$ cat src/rtl/inst_fetch_unit_if.sv
// Fetch-unit bundle: memory-side fetch handshake, execute redirect, and decode-side output.
// master = fetch unit, slave = surrounding memory/execute/decode environment.
interface inst_fetch_unit_if;
    localparam int unsigned XLEN = 32;

    logic            inst_start;
    logic            inst_ready;
    logic [XLEN-1:0] i_addr;
    logic [XLEN-1:0] inst;
    logic            inst_valid;
    logic            redirect_valid;
    logic [XLEN-1:0] redirect_pc;
    logic            out_valid;
    logic            out_ready;
    logic [XLEN-1:0] out_pc;
    logic [XLEN-1:0] out_inst;

    modport master (
        output inst_start, i_addr, out_valid, out_pc, out_inst,
        input  inst_ready, inst, inst_valid, redirect_valid, redirect_pc, out_ready
    );

    modport slave (
        input  inst_start, i_addr, out_valid, out_pc, out_inst,
        output inst_ready, inst, inst_valid, redirect_valid, redirect_pc, out_ready
    );
endinterface

$ cat src/rtl/inst_fetch_unit.sv
// Single-outstanding instruction fetch unit with a small in-order buffer toward decode.
// Define IFETCH_PREFETCH_EN for a 2-entry buffer (prefetch one ahead); default is 1 entry.
module inst_fetch_unit #(
    parameter logic [31:0] START_ADDR = 32'h0000_0000
) (
    input logic                clk,
    input logic                rst,
    inst_fetch_unit_if.master  fetch_io
);
`ifdef IFETCH_PREFETCH_EN
    localparam int unsigned DEPTH = 2;
`else
    localparam int unsigned DEPTH = 1;
`endif
    localparam int unsigned XLEN  = 32;
    localparam int unsigned CNT_W = $clog2(DEPTH + 1);

    typedef enum logic {S_IDLE = 1'b0, S_WAIT = 1'b1} state_e;

    typedef struct packed {
        logic [XLEN-1:0] pc;
        logic [XLEN-1:0] inst;
    } entry_t;

    state_e           state_q, state_d;
    logic             discard_q, discard_d;
    logic [XLEN-1:0]  fetch_pc_q, fetch_pc_d;
    logic [XLEN-1:0]  req_pc_q, req_pc_d;
    logic [CNT_W-1:0] cnt_q, cnt_d;
    entry_t           buf_q [DEPTH];
    entry_t           buf_d [DEPTH];

    logic issue;
    logic resp;
    logic push;
    logic pop;

    // State register
    always_ff @(posedge clk or posedge rst) begin
        if (rst) state_q <= S_IDLE;
        else     state_q <= state_d;
    end

    // Next-state: redirect never changes state; a WAIT always ends on the response
    always_comb begin
        state_d = state_q;
        case (state_q)
            S_IDLE: if (issue)               state_d = S_WAIT;
            S_WAIT: if (fetch_io.inst_valid) state_d = S_IDLE;
        endcase
    end

    // FSM outputs: issue strobe and response acceptance
    always_comb begin
        issue = 1'b0;
        resp  = 1'b0;
        case (state_q)
            S_IDLE: issue = fetch_io.inst_ready && (cnt_q < CNT_W'(DEPTH))
                            && !fetch_io.redirect_valid && !rst;
            S_WAIT: resp  = fetch_io.inst_valid;
        endcase
    end

    assign push = resp && !discard_q && !fetch_io.redirect_valid;
    assign pop  = (cnt_q != '0) && fetch_io.out_ready;

    // Datapath next-state; redirect overrides issue, push and pop
    always_comb begin
        fetch_pc_d = fetch_pc_q;
        req_pc_d   = req_pc_q;
        discard_d  = discard_q;
        cnt_d      = cnt_q;
        buf_d      = buf_q;

        if (resp) discard_d = 1'b0;

        if (fetch_io.redirect_valid) begin
            fetch_pc_d = fetch_io.redirect_pc & ~XLEN'(3);
            cnt_d      = '0;
            if ((state_q == S_WAIT) && !fetch_io.inst_valid) discard_d = 1'b1;
        end else begin
            if (issue) begin
                req_pc_d   = fetch_pc_q;
                fetch_pc_d = fetch_pc_q + XLEN'(4);
            end
            if (pop) begin
                for (int unsigned i = 0; i + 1 < DEPTH; i++) buf_d[i] = buf_q[i + 1];
                cnt_d = cnt_q - CNT_W'(1);
            end
            // Write lands at the first free slot after any same-cycle pop shift
            if (push) begin
                for (int unsigned i = 0; i < DEPTH; i++) begin
                    if (CNT_W'(i) == cnt_d) begin
                        buf_d[i].pc   = req_pc_q;
                        buf_d[i].inst = fetch_io.inst;
                    end
                end
                cnt_d = cnt_d + CNT_W'(1);
            end
        end
    end

    always_ff @(posedge clk or posedge rst) begin
        if (rst) begin
            fetch_pc_q <= START_ADDR;
            req_pc_q   <= '0;
            discard_q  <= 1'b0;
            cnt_q      <= '0;
            for (int unsigned i = 0; i < DEPTH; i++) buf_q[i] <= '0;
        end else begin
            fetch_pc_q <= fetch_pc_d;
            req_pc_q   <= req_pc_d;
            discard_q  <= discard_d;
            cnt_q      <= cnt_d;
            buf_q      <= buf_d;
        end
    end

    assign fetch_io.inst_start = issue;
    assign fetch_io.i_addr     = fetch_pc_q;
    assign fetch_io.out_valid  = (cnt_q != '0);
    assign fetch_io.out_pc     = buf_q[0].pc;
    assign fetch_io.out_inst   = buf_q[0].inst;
endmodule

$ cat src/flat_wrapper.sv
// flat-port wrapper written by rule: the top's interface ports become plain ports
module inst_fetch_unit_flat 
#(
    parameter logic [31:0] START_ADDR = 32'h0000_0000
)
  (clk, rst, fetch_io_inst_start, fetch_io_i_addr, fetch_io_out_valid, fetch_io_out_pc, fetch_io_out_inst, fetch_io_inst_ready, fetch_io_inst, fetch_io_inst_valid, fetch_io_redirect_valid, fetch_io_redirect_pc, fetch_io_out_ready);
  inst_fetch_unit_if fetch_io_i ();
  input logic clk;
  input logic rst;
  output wire logic [$bits(fetch_io_i.inst_start)-1:0] fetch_io_inst_start;
  output wire logic [$bits(fetch_io_i.i_addr)-1:0] fetch_io_i_addr;
  output wire logic [$bits(fetch_io_i.out_valid)-1:0] fetch_io_out_valid;
  output wire logic [$bits(fetch_io_i.out_pc)-1:0] fetch_io_out_pc;
  output wire logic [$bits(fetch_io_i.out_inst)-1:0] fetch_io_out_inst;
  input wire logic [$bits(fetch_io_i.inst_ready)-1:0] fetch_io_inst_ready;
  input wire logic [$bits(fetch_io_i.inst)-1:0] fetch_io_inst;
  input wire logic [$bits(fetch_io_i.inst_valid)-1:0] fetch_io_inst_valid;
  input wire logic [$bits(fetch_io_i.redirect_valid)-1:0] fetch_io_redirect_valid;
  input wire logic [$bits(fetch_io_i.redirect_pc)-1:0] fetch_io_redirect_pc;
  input wire logic [$bits(fetch_io_i.out_ready)-1:0] fetch_io_out_ready;
  assign fetch_io_inst_start = fetch_io_i.inst_start;
  assign fetch_io_i_addr = fetch_io_i.i_addr;
  assign fetch_io_out_valid = fetch_io_i.out_valid;
  assign fetch_io_out_pc = fetch_io_i.out_pc;
  assign fetch_io_out_inst = fetch_io_i.out_inst;
  assign fetch_io_i.inst_ready = fetch_io_inst_ready;
  assign fetch_io_i.inst = fetch_io_inst;
  assign fetch_io_i.inst_valid = fetch_io_inst_valid;
  assign fetch_io_i.redirect_valid = fetch_io_redirect_valid;
  assign fetch_io_i.redirect_pc = fetch_io_redirect_pc;
  assign fetch_io_i.out_ready = fetch_io_out_ready;
  inst_fetch_unit #(.START_ADDR(START_ADDR)) u_core (.clk(clk), .rst(rst), .fetch_io(fetch_io_i));
endmodule
$ cat config.mk
export PLATFORM = sky130hd
export DESIGN_NAME = inst_fetch_unit_flat
export DESIGN_NICKNAME = d
export VERILOG_FILES = /design/src/rtl/inst_fetch_unit_if.sv /design/src/rtl/inst_fetch_unit.sv /design/src/flat_wrapper.sv
export SDC_FILE = /design/constraint.sdc
export NUM_CORES = 1
export LEC_CHECK = 0
export CAP_MARGIN = 20
export CORE_ASPECT_RATIO = 1.25
export CORE_MARGIN = 2
export CORE_UTILIZATION = 35
export CTS_CLUSTER_SIZE = 8
export DETAILED_ROUTE_END_ITERATION = 8
export GPL_TIMING_DRIVEN = 0
export PLACE_DENSITY = 0.65
export REMOVE_ABC_BUFFERS = 1
export SYNTH_ARGS = -nofsm -noshare
export SYNTH_HDL_FRONTEND = slang
export SYNTH_SLANG_ARGS = --single-unit
$ cat constraint.sdc
create_clock -name clk -period 3.9 [get_ports clk]
set_clock_uncertainty 0.2 [all_clocks]
set_input_delay 0.78 -clock clk [delete_from_list [all_inputs] [get_ports clk]]
set_output_delay 0.78 -clock clk [all_outputs]
set_load 0.05 [all_outputs]
# Word-level counts from Yosys, hierarchy flattened
# Index checks and enable logic that the tools add are counted.
# classes
addsub	3
mul	0
div_mod_pow	0
n_lt_le_gt_ge	1
n_eq_ne	0
n_shift	0
muxes	14
n_bitwise	3
reduce_logical	14
# ops
op	n
$mux W32	2
$add A32 B3 Y32 const B	1
$mux W1	11
$logic_and A1 B1 Y1	7
$logic_not A1 Y1	4
$not A1 Y1	3
$reduce_and A3 Y1	1
$pmux W1 S2	1
$reduce_and A2 Y1	1
$reduce_bool A2 Y1	1
$add A1 B1 Y1 const B	1
$lt A1 B1 Y1 const B	1
$sub A1 B1 Y1 const B	1
# totals
reg_bits	131
latch_bits	0
mem_bits_rw	0
romBits	0
in_bits	70
out_inout_bits	98
wordCells	42
mem_count	0

# Longest topological paths before layout
# logic_depth
word_depth	7
depth_mapped	6
depth_no_buf	5

# Worst setup path after synthesis
# OpenSTA, ideal clock, no wires.
# synth_timing
kind	input-to-output
startpoint	input rst
endpoint	output fetch_io_inst_start
arrival_ns	2.195
required_ns	2.920
path_slack_ns	0.725
stages	4
n_path_buf	1
cell_sequence	nor4b_2 -> nand2_1 -> inv_1 -> buf_2
# synth_via
elab_chain_len	3
# synth_rtl
item	line	text
from (decl)	flat_wrapper.sv:9	input logic rst;
$logic_not A1 Y1	inst_fetch_unit.sv:59	&& !fetch_io.redirect_valid && !rst;
$logic_and A1 B1 Y1	inst_fetch_unit.sv:59	
$mux W1	inst_fetch_unit.sv:57	case (state_q)
to (decl)	flat_wrapper.sv:10	output wire logic [$bits(fetch_io_i.inst_start)-1:0] fetch_io_inst_start;
# Every way passes these cells.

# Final worst setup path
# Same ends and word-level chain as after synthesis.

==> run_results.csv <==
group,metric,value,unit
clocking,clock_sinks,125,
die,chipHeight,143,um
clocking,cts.hold.buffers_added,0,
yosys,ys_top_cells_by_area,"sky130_fd_sc_hd__dfrtp_1, sky130_fd_sc_hd__mux2_2, sky130_fd_sc_hd__nand2_1",
clocking,cts_htree_levels,4,
clocking,cts_buffer_depth,2,
global_routing,grt_first_pass_wirelength,21.4,mm
global_routing,globalRouteTotalUtil,0.169,
clocking,cts.root.buffer_cell,"sky130_fd_sc_hd__clkbuf_16",
global_routing,via_count_of_the_first_global_routing_pass,4151,
yosys,postSynth.asyncResetShare,1.00,
yosys,sequential_to_total_area_share_from_yosys_stat,0.576,
routing,vias,4086,
timing,grt_setup_unrepaired,"false",
cells_and_area,fillerInstances,1372,
timing,timing.final.setup_violations,0,
clocking,cts_tree,"built",
worst_hold_path,worst_hold_path_type,"flop to flop",
yosys,synth_seq_cells,125,
worst_setup_path,crit_path_end_kind,"output port",
clocking,number_of_buffers_inserted_during_clock_tree_synthesis,17,
die,floorplan.io_pins,168,
die,core_area,15100,um^2
global_routing,grt_antenna_before_repair,0,
worst_setup_path,crit_fanout,20,
routing,wl_per_cell,16.6,um
global_routing,grt-ovfl-total,0,
cells_and_area,syn2layout_area_growth,45.3,%
clocking,skew_pair_late_insertion_delay,0.41,ns
timing,timing.fmax,278,MHz
flow_run,timing.max_cap.violations,0,
routing,route.detailed.drc,0,
yosys,synthDominantAreaCellType,"sky130_fd_sc_hd__dfrtp_1",
power_and_ir_drop,power_density_over_the_cells,766,nW/um^2
worst_setup_path,cpMaxStageDelayCell,"sky130_fd_sc_hd__clkdlybuf4s50_1",
yosys,yosys_warnings,0,
worst_setup_path,critical_path.max_stage_delay,0.54,ns
worst_setup_path,worst-endpoint-arrival,2.61,ns
cells_and_area,mostFrequentLayoutCell,"sky130_fd_sc_hd__clkdlybuf4s50_1",
timing,final_period_minus_worst_setup_slack,3.59,ns
placement,placement.io_buffers,161,
timing,final.period_utilization,0.921,
timing,slew_viol_final,0,
yosys,avgSynthCellArea,12.5,um^2
worst_setup_path,crit_type,"primary input to output port",
routing,drt_wl_total,13.7,mm
clocking,cts.clk_slew.worst_paths,0.05,ns
placement,place_area,7260,um^2
global_routing,grt_start_max_net_pins,73,
power_and_ir_drop,totalPowerFinal,6040,uW
cells_and_area,final_net_count,675,
routing,vias_per_inst,4.97,
worst_setup_path,kind_of_launch_point_of_the_worst_setup_path,"primary input",
yosys,netlist.area_leader.share,0.576,
timing,max-slew-margin-rel,0.343,
power_and_ir_drop,ir_worst_vdd,0.384,mV
die,fp.dieArea,16500,um^2
placement,hpwl,9.67,mm
die,floorplan.die.width,115,um
cells_and_area,fin_cells,822,
outcome,outcome,"completed",
routing,number_of_optimization_iterations_in_the_first_detailed_route_pass,4,
die,core.rowCount,50,
die,starting_density_of_the_core,0.360,
routing,first_iter_violations,142,
worst_setup_path,critPathTopFamily,"buffers and inverters",
yosys,post_synth_num_cell_types,43,
yosys,syn-cell-area,5430,um^2
worst_setup_path,worst_endpoint_required_time,2.92,ns
timing,timing.final.hold_violations,0,
placement,gp_congestion,0.708,
timing,tns,0,ns
placement,cell_count_after_placement,789,
worst_setup_path,worstPathCellList,"clkdlybuf4s50_1 > nor4b_4 > nand2_4 > clkinvlp_4 > clkbuf_2",
yosys,syn_inst,434,
cells_and_area,layout-drive-gt1-share,0.233,
timing,worstMarginPinSlew,0.977,ns
yosys,synth-edff-count,0,
yosys,postSynth.topFlopCell,"sky130_fd_sc_hd__dfrtp_1",
power_and_ir_drop,p_leak,0.00325,uW
routing,detail-route-antenna-nets,0,
cells_and_area,n_antenna_cell,0,
worst_setup_path,worstPathBufferInverterCount,3,
cells_and_area,layout_common_cells,"sky130_fd_sc_hd__clkdlybuf4s50_1, sky130_fd_sc_hd__dfrtp_1, sky130_fd_sc_hd__mux2_2",
cells_and_area,fin_area,7890,um^2
-- synth_stat cells (all sizes together), types with 4 or more instances --
| master | n |
|---|---|
| a21oi | 4 |
| a31oi | 10 |
| buf | 8 |
| clkbuf | 16 |
| dfrtp | 125 |
| inv | 10 |
| mux2 | 87 |
| nand2 | 36 |
| nand3 | 18 |
| nand4 | 11 |
| nor2 | 13 |
| nor4 | 5 |
| o211ai | 7 |
| o21ai | 18 |
| o31ai | 7 |
| or3 | 4 |
| or4 | 17 |
| xor2 | 5 |
-- per-layer routing --
layer / global-route usage / vias up / routed length (um)
met4: 0.0564 / 0 / 163
li1: - / 1921 / -
met1: 0.191 / 2021 / 5550
met5: 0 / - / 0
met3: 0.0581 / 12 / 902
met2: 0.296 / 132 / 7040
-- flip-flops by register name, summed over array words and instances (netlist names) --
register                   count
u_core.discard_q               1
u_core.fetch_io.out_pc        30
u_core.fetch_io.i_addr        30
u_core.req_pc_q               30
u_core.state_q                 1
u_core.fetch_io.out_inst      32
u_core.fetch_io.out_valid      1
-- power breakdown --
| group | switching [uW] | leakage [uW] | total [uW] | internal, uW |
|---|---|---|---|---|
| clock network | 542 | 0.000292 | 1580 | 1040 |
| logic | 1560 | 0.00143 | 2490 | 935 |
| registers | 246 | 0.00153 | 1970 | 1720 |
-- worst min-delay path: stages (launching register included) --
cell and delay (ns):
sky130_fd_sc_hd__dfrtp_1 0.34, sky130_fd_sc_hd__nand2_1 0.05, sky130_fd_sc_hd__o21ai_0 0.06
-- worst paths after layout --
check                                    start                     endpoint  slack, ns  depth (start not counted)
min                        u_core.req_pc_q[28]          u_core.req_pc_q[28]       0.28                          2
max in group asynchronous                  rst  u_core.fetch_io.out_inst[0]       2.02                          3
max                                        rst          fetch_io_inst_start       0.31                          5
min reg2reg                u_core.req_pc_q[28]          u_core.req_pc_q[28]       0.28                          2
max reg2reg                     u_core.state_q  u_core.fetch_io.out_inst[8]       1.10                          7
min in group asynchronous                  rst           u_core.req_pc_q[2]       0.77                          2
-- cell type report --
cell class / instances / area [um^2] / area share
Clock buffer: 22 / 474 / 0.0601
Sequential cell: 125 / 3130 / 0.396
Timing Repair Buffer: 173 / 1740 / 0.220
Timing Repair inverter: 2 / 10.0 / 0.00127
Inverter: 10 / 50.0 / 0.00634
Tap cell: 208 / 260 / 0.0330
Clock inverter: 7 / 114 / 0.0144
Multi-Input combinational cell: 275 / 2120 / 0.268
-- cell families (layout without fill, tap and decap cells) --
kind of cell	after synthesis	count (layout)	share of synthesized area
DFF	125	125	0.576
adders and majority gates	1	1	0.00230
AOI/OAI and AO/OA	54	54	0.0640
muxes	88	88	0.182
buffers and inverters	37	214	0.0403
other	1	4	0.000690
xor gates and xnor gates	8	8	0.0129
and+or+nand+nor	120	120	0.122
-- per-stage QoR --
stage               worst slack, ns   util  hold slack (ns)
finish                        0.309  0.523            0.278
global route                  0.170  0.523            0.309
CTS                          0.0249  0.524            0.281
detailed placement            -2.32  0.481            0.269
global placement              -8.70  0.473            0.260
floorplan                     -3.98      -            0.244
-- timing repair --
item                                    4_1_cts  5_1_grt
endpoints found under the setup margin       22        1
cloned                                        2        0
resized for setup                             9        2
pin swaps                                     1        0
setup buffers                                 2        0
(Power assumes the default switching activity.)
